File: config.mk
export PLATFORM = sky130hd
export DESIGN_NAME = pipe_hazard_ctrl
export DESIGN_NICKNAME = d
export VERILOG_FILES = /design/src/rtl/pipe_ctrl_pkg.sv /design/src/rtl/forward_unit.sv /design/src/rtl/pipe_hazard_ctrl.sv
export SDC_FILE = /design/constraint.sdc
export NUM_CORES = 1
export LEC_CHECK = 0
export ABC_AREA = 1
export CORE_MARGIN = 1
export CORE_UTILIZATION = 61
export DETAILED_ROUTE_END_ITERATION = 10
export DONT_BUFFER_PORTS = 1
export GPL_TIMING_DRIVEN = 0
export PLACE_DENSITY = 0.8
export SLEW_MARGIN = 15
export SYNTH_ARGS = -nofsm -noshare
export SYNTH_HDL_FRONTEND = slang
export SYNTH_SLANG_ARGS = --single-unit
File: constraint.sdc
create_clock -name clk -period 1.6 [get_ports clk]
set_input_delay 0.32 -clock clk [delete_from_list [all_inputs] [get_ports clk]]
set_output_delay 0.32 -clock clk [all_outputs]
set_load 0.01 [all_outputs]
File: src/rtl/pipe_ctrl_pkg.sv
// -----------------------------------------------------------------------------
// pipe_ctrl_pkg
// Shared definitions for the pipeline hazard controller:
//   - hz_state_e : hazard FSM state (RUN / MD_WAIT)
//   - FWD_*      : EX operand forward-select codes
//   - CNT_W      : width of the mul/div wait-cycle counter
// -----------------------------------------------------------------------------
package pipe_ctrl_pkg;

    typedef enum logic [0:0] {
        ST_RUN     = 1'b0,
        ST_MD_WAIT = 1'b1
    } hz_state_e;

    localparam logic [1:0] FWD_RF  = 2'b00;
    localparam logic [1:0] FWD_WB  = 2'b01;
    localparam logic [1:0] FWD_MEM = 2'b10;

    // MD_TIMEOUT is limited to 255, so 8 bits cover every wait count.
    localparam int CNT_W = 8;

endpackage

File: src/rtl/forward_unit.sv
// -----------------------------------------------------------------------------
// forward_unit
// Selects the source of one EX-stage operand. The memory-stage writer has
// priority over the writeback-stage writer because it holds the younger value.
// Writes to x0 are never forwarded.
// Ports:
//   rs_E_i        EX-stage source register
//   rd_M_i        MEM-stage destination,  RegWrite_M_i its write enable
//   rd_W_i        WB-stage destination,   RegWrite_W_i its write enable
//   fwd_o         FWD_MEM / FWD_WB / FWD_RF
// -----------------------------------------------------------------------------
module forward_unit
    import pipe_ctrl_pkg::*;
(
    input  logic [4:0] rs_E_i,
    input  logic [4:0] rd_M_i,
    input  logic       RegWrite_M_i,
    input  logic [4:0] rd_W_i,
    input  logic       RegWrite_W_i,
    output logic [1:0] fwd_o
);

    always_comb begin
        fwd_o = FWD_RF;
        if (RegWrite_M_i && (rd_M_i != 5'd0) && (rd_M_i == rs_E_i)) begin
            fwd_o = FWD_MEM;
        end else if (RegWrite_W_i && (rd_W_i != 5'd0) && (rd_W_i == rs_E_i)) begin
            fwd_o = FWD_WB;
        end
    end

endmodule

File: src/rtl/pipe_hazard_ctrl.sv
// -----------------------------------------------------------------------------
// pipe_hazard_ctrl
// Hazard controller for a 5-stage pipeline: operand forwarding, load-use
// stalls, taken-branch flushes and a multi-cycle mul/div handshake with a
// timeout abort.
// Parameter:
//   MD_TIMEOUT       maximum MD_WAIT cycles before the op is aborted (2..255)
// Ports:
//   clk, reset_n     clock (rising edge), asynchronous active-low reset
//   rs1_D, rs2_D     decode-stage sources
//   rs1_E, rs2_E     execute-stage sources; rd_E, MemRead_E, RegWrite_E
//   rd_M/RegWrite_M  memory-stage writer; rd_W/RegWrite_W writeback writer
//   branch_taken_E   PC redirect resolved in EX
//   md_req_E/md_done mul/div request from EX / result valid from the unit
//   md_start         one-cycle mul/div launch pulse
//   StallF/D/E       hold PC, IF/ID, ID/EX;  FlushD/E bubble IF/ID, ID/EX
//   ForwardAE/BE     EX operand select;  md_timeout_err sticky timeout flag
// Optional build macro HAZARD_PERF_CNT_EN adds saturating 32-bit outputs
//   stall_cycles (cycles with StallD) and flush_count (cycles with FlushE).
// -----------------------------------------------------------------------------
module pipe_hazard_ctrl
    import pipe_ctrl_pkg::*;
#(
    parameter int MD_TIMEOUT = 64
) (
    input  logic       clk,
    input  logic       reset_n,
    input  logic [4:0] rs1_D,
    input  logic [4:0] rs2_D,
    input  logic [4:0] rs1_E,
    input  logic [4:0] rs2_E,
    input  logic [4:0] rd_E,
    input  logic       MemRead_E,
    input  logic       RegWrite_E,
    input  logic [4:0] rd_M,
    input  logic       RegWrite_M,
    input  logic [4:0] rd_W,
    input  logic       RegWrite_W,
    input  logic       branch_taken_E,
    input  logic       md_req_E,
    input  logic       md_done,
    output logic       md_start,
    output logic       StallF,
    output logic       StallD,
    output logic       StallE,
    output logic       FlushD,
    output logic       FlushE,
    output logic [1:0] ForwardAE,
    output logic [1:0] ForwardBE,
    output logic       md_timeout_err
`ifdef HAZARD_PERF_CNT_EN
    ,
    output logic [31:0] stall_cycles,
    output logic [31:0] flush_count
`endif
);

    localparam logic [CNT_W-1:0] CNT_LAST = CNT_W'(MD_TIMEOUT - 1);

    hz_state_e        state_q, state_d;
    logic [CNT_W-1:0] cnt_q, cnt_d;
    logic             md_issued_q, md_issued_d;
    logic             err_q, err_d;
    logic             load_use;

    // RegWrite_E does not affect hazard detection; it is part of the EX
    // control bundle only for interface completeness.
    logic             unused_regwrite_e;
    assign unused_regwrite_e = RegWrite_E;

    forward_unit u_fwd_a (
        .rs_E_i       (rs1_E),
        .rd_M_i       (rd_M),
        .RegWrite_M_i (RegWrite_M),
        .rd_W_i       (rd_W),
        .RegWrite_W_i (RegWrite_W),
        .fwd_o        (ForwardAE)
    );

    forward_unit u_fwd_b (
        .rs_E_i       (rs2_E),
        .rd_M_i       (rd_M),
        .RegWrite_M_i (RegWrite_M),
        .rd_W_i       (rd_W),
        .RegWrite_W_i (RegWrite_W),
        .fwd_o        (ForwardBE)
    );

    assign load_use = MemRead_E && (rd_E != 5'd0) &&
                      ((rd_E == rs1_D) || (rd_E == rs2_D));

    always_comb begin
        state_d  = state_q;
        cnt_d    = cnt_q;
        err_d    = err_q;
        md_start = 1'b0;
        StallF   = 1'b0;
        StallD   = 1'b0;
        StallE   = 1'b0;
        FlushD   = 1'b0;
        FlushE   = 1'b0;

        case (state_q)
            ST_RUN: begin
                // Branch wins over everything; an md op already launched for
                // the current EX instruction is not launched again.
                if (branch_taken_E) begin
                    FlushD = 1'b1;
                    FlushE = 1'b1;
                end else if (md_req_E && !md_issued_q) begin
                    md_start = 1'b1;
                    StallF   = 1'b1;
                    StallD   = 1'b1;
                    StallE   = 1'b1;
                    cnt_d    = '0;
                    state_d  = ST_MD_WAIT;
                end else if (load_use) begin
                    StallF = 1'b1;
                    StallD = 1'b1;
                    FlushE = 1'b1;
                end
            end
            ST_MD_WAIT: begin
                if (md_done) begin
                    state_d = ST_RUN;
                end else if (cnt_q == CNT_LAST) begin
                    // Abort: release the pipeline and drop the md instruction.
                    err_d   = 1'b1;
                    FlushE  = 1'b1;
                    state_d = ST_RUN;
                end else begin
                    StallF = 1'b1;
                    StallD = 1'b1;
                    StallE = 1'b1;
                    cnt_d  = cnt_q + 1'b1;
                end
            end
            default: state_d = ST_RUN;
        endcase

        if (md_start) begin
            md_issued_d = 1'b1;
        end else if (!md_req_E || FlushE) begin
            md_issued_d = 1'b0;
        end else begin
            md_issued_d = md_issued_q;
        end

        // Outputs are quiet while reset is held, independent of the inputs.
        if (!reset_n) begin
            md_start = 1'b0;
            StallF   = 1'b0;
            StallD   = 1'b0;
            StallE   = 1'b0;
            FlushD   = 1'b0;
            FlushE   = 1'b0;
        end
    end

    always_ff @(posedge clk or negedge reset_n) begin
        if (!reset_n) begin
            state_q     <= ST_RUN;
            cnt_q       <= '0;
            md_issued_q <= 1'b0;
            err_q       <= 1'b0;
        end else begin
            state_q     <= state_d;
            cnt_q       <= cnt_d;
            md_issued_q <= md_issued_d;
            err_q       <= err_d;
        end
    end

    assign md_timeout_err = err_q;

`ifdef HAZARD_PERF_CNT_EN
    logic [31:0] stall_cycles_q;
    logic [31:0] flush_count_q;

    always_ff @(posedge clk or negedge reset_n) begin
        if (!reset_n) begin
            stall_cycles_q <= '0;
            flush_count_q  <= '0;
        end else begin
            if (StallD && (stall_cycles_q != 32'hFFFF_FFFF)) begin
                stall_cycles_q <= stall_cycles_q + 32'd1;
            end
            if (FlushE && (flush_count_q != 32'hFFFF_FFFF)) begin
                flush_count_q <= flush_count_q + 32'd1;
            end
        end
    end

    assign stall_cycles = stall_cycles_q;
    assign flush_count  = flush_count_q;
`endif

endmodule

==> results.tsv, run 1 <==
metric	value	unit
status	complete, but fails checks	
violations	negative setup slack	
drt_wl_total	3311	µm
ios	55	
cts_buffers	3	
rsz0062_at_grt	yes	
first_pass_iters	5	
core	1727	µm²
insertion_delay	0.27	ns
numPortBuffers	0	
die_area	2035	µm²
wl_per_cell	14.91	µm
antenna_found_initial	0	
finalClockSkew	0.0007050	ns
first_iter_violations	34	
htreeDepth	1	
min_period_over_period	110.7	%
finalSetupTns	-0.7012	ns
synth_warnings	0	
routed_via_density	5.662	
rows	15	
cap_violations	0	
power.leakage	0.0006847	µW
syn_area_per_cell	6.629	µm²
antennaDiodeCount	0	
instances_no_fill	222	
finalMaxSlewViolations	0	
die_w	45.11	µm
worst_slack	-0.1708	ns
critical_path_arrival	1.45	ns
area_delta_synth_final	29.25	%
hpwl	1954	µm
grt_start_max_net_pins	12	
grtUsageTotal	32.33	%
dpl_worst_slack	-0.1238	ns
required	1.28	ns
die_h	45.11	µm
max-slew-margin-rel	64.19	%
cts-root-buf	clkbuf_4	
grt_pass1_vias	1255	
antenna_left	0	
clockBufferDepth	2	
worstMarginPinSlew	0.5354	ns
ys_ff_latch	11	
crit_fanout	4	
worstHoldPathType	primary input to flip-flop	
finalSetupViolations	7	
ys_types	27	
min_period	1.771	ns
clock-sinks	11	
grt_pass1_wl	4747	µm
synthCells	171	
synth-seq-area-share	24.28	%
timing_worst_setup_path_type	flip-flop to output port	
final_nets	243	
routabilityCongestion	0.8285	
p_per_area	942.6	nW/µm²
synth_area	1134	µm²
start_util	65.65	%
cts_tree	yes	
critPathLaunchType	flip-flop	
hold_viol	0	
fillCellCount	104	
dp.cells	196	
cp-end-kind	output port	
grt_overflow	0	
peakVddDrop	1102	µV
syn_nets	216	
dr_total_vias	1257	
fmax	0.5647	GHz
power	1381	µW
clk_transition_reported_paths	0.07	ns
drc	0	
layout-drive-gt1-share	28.43	%
## report_power, final
part	leakage [µW]	internal [µW]	switching, µW
Sequential	0.000146	323	44.2
Combinational	0.000523	372	446
Clock	0.0000150	96.8	99.9
Total	0.000685	791	590
## per-layer routing
layer / part of all wire, % / track usage (%) / wire length, µm / up-vias
met4: 1.4 / 18.18 / 48 / 0
met1: 38 / 33.83 / 1271 / 598
met2: 53 / 57.10 / 1766 / 63
met5: 0 / 0 / 0 / -
li1: - / - / - / 590
met3: 6.8 / 9.600 / 224 / 6
## synthesized netlist by cell type
cell type | count | area share (%)
buf_6 | 1 | 0.99
nor2_4 | 1 | 0.99
nor2_1 | 23 | 7.6
o31ai_2 | 2 | 2.2
nand2_1 | 43 | 14
nor3b_1 | 1 | 0.66
dfrtp_1 | 11 | 24
o21bai_1 | 1 | 0.66
nand3_2 | 1 | 0.88
a21oi_1 | 1 | 0.44
ha_1 | 1 | 1.1
nand4_1 | 4 | 2.2
buf_4 | 1 | 0.66
or2_2 | 1 | 0.55
inv_1 | 22 | 7.3
nand3_1 | 9 | 4.0
nand2_4 | 1 | 0.99
o21ai_0 | 7 | 3.1
o21ai_1 | 3 | 1.3
xor2_1 | 11 | 8.5
nor3_1 | 4 | 1.8
xnor2_1 | 13 | 10
nand2_2 | 2 | 1.1
nand4_2 | 1 | 1.1
inv_2 | 2 | 0.66
a21oi_2 | 2 | 1.5
nor4_1 | 2 | 1.1
## repair_timing
item                                    4_1_cts  5_1_grt
hold buffers                                  1        0
resized for setup                            20        8
endpoints found under the setup margin        5        8
hold endpoints to repair                     11        0
buffers inserted                             18        4
pin swaps                                    10        5
## final timing paths
path | from | endpoint | slack (ns) | cells after the start
hold reg to reg | md_timeout_err | md_timeout_err | 0.55 | 1
hold / removal | md_done | md_timeout_err | 0.13 | 1
min in group asynchronous | reset_n | cnt_q[5] | 0.46 | 1
setup / recovery | state_q | FlushE | -0.17 | 6
setup reg to reg | state_q | cnt_q[6] | -0.05 | 10
max in group asynchronous | reset_n | state_q | 0.76 | 1
## metrics by stage
step	utilization, %	area [µm²]	hold slack [ns]
CTS	81.45	1406	0.1300
global route	84.86	1465	0.1281
floorplan	-	1145	0.02441
detailed placement	68.12	1176	0.02463
finish	84.86	1465	0.1336
global placement	68.12	1176	0.02467
## flip-flops by register name (all words and copies together), names as in the netlist
register,flops
md_timeout_err,1
cnt_q,8
state_q,1
md_issued_q,1
## cell type report
class | count | area (µm²) | share of cell area (%)
Clock buffer | 4 | 26.28 | 1.793
Buffer | 1 | 11.26 | 0.7686
Timing Repair Buffer | 23 | 186.4 | 12.72
Multi-Input combinational cell | 134 | 840.8 | 57.39
Tap cell | 25 | 31.28 | 2.135
Inverter | 24 | 92.59 | 6.319
Sequential cell | 11 | 276.5 | 18.87
## cell usage in the layout (no fill, tap or decap), types with 2 or more instances in the layout
cell,netlist,routed
xor2_1,11,11
o31ai_2,2,2
nand2_4,1,3
nor2_2,0,3
dfrtp_1,11,10
nor2_1,23,17
o21ai_0,7,6
inv_1,22,21
nor4_2,0,2
inv_2,2,2
nand4_1,4,4
xnor2_1,13,13
nand3_2,1,2
a21oi_2,2,2
clkbuf_4,0,3
o21ai_1,3,2
nand3_1,9,8
nor3_1,4,4
nand2_2,2,3
buf_4,1,19
nor2_4,1,4
buf_6,1,4
nand2_1,43,40
## worst max-delay path: stages, from the launching register on
cell	delay, ns
dfrtp_2	0.43
inv_4	0.07
nor2_4	0.10
nand4_4	0.16
o21ai_2	0.16
inv_2	0.06
a21oi_2	0.18
## kinds of logic after synthesis
kind of cell / after synthesis / share of synthesized area [%]
and+or+nand+nor: 93 / 37.20
buffers and inverters: 26 / 9.603
xor gates and xnor gates: 24 / 18.54
AOI/OAI and AO/OA: 16 / 9.271
DFF: 11 / 24.28
adders and majority gates: 1 / 1.104
(Power assumes the default switching activity.)
==> run 2: changes to the inputs <==
- CTS_CLUSTER_DIAMETER: not set -> 100
- TNS_END_PERCENT: not set -> 100
==> results of run 2 <==
The final DEF is identical to that of run 1; final timing and power are the same.
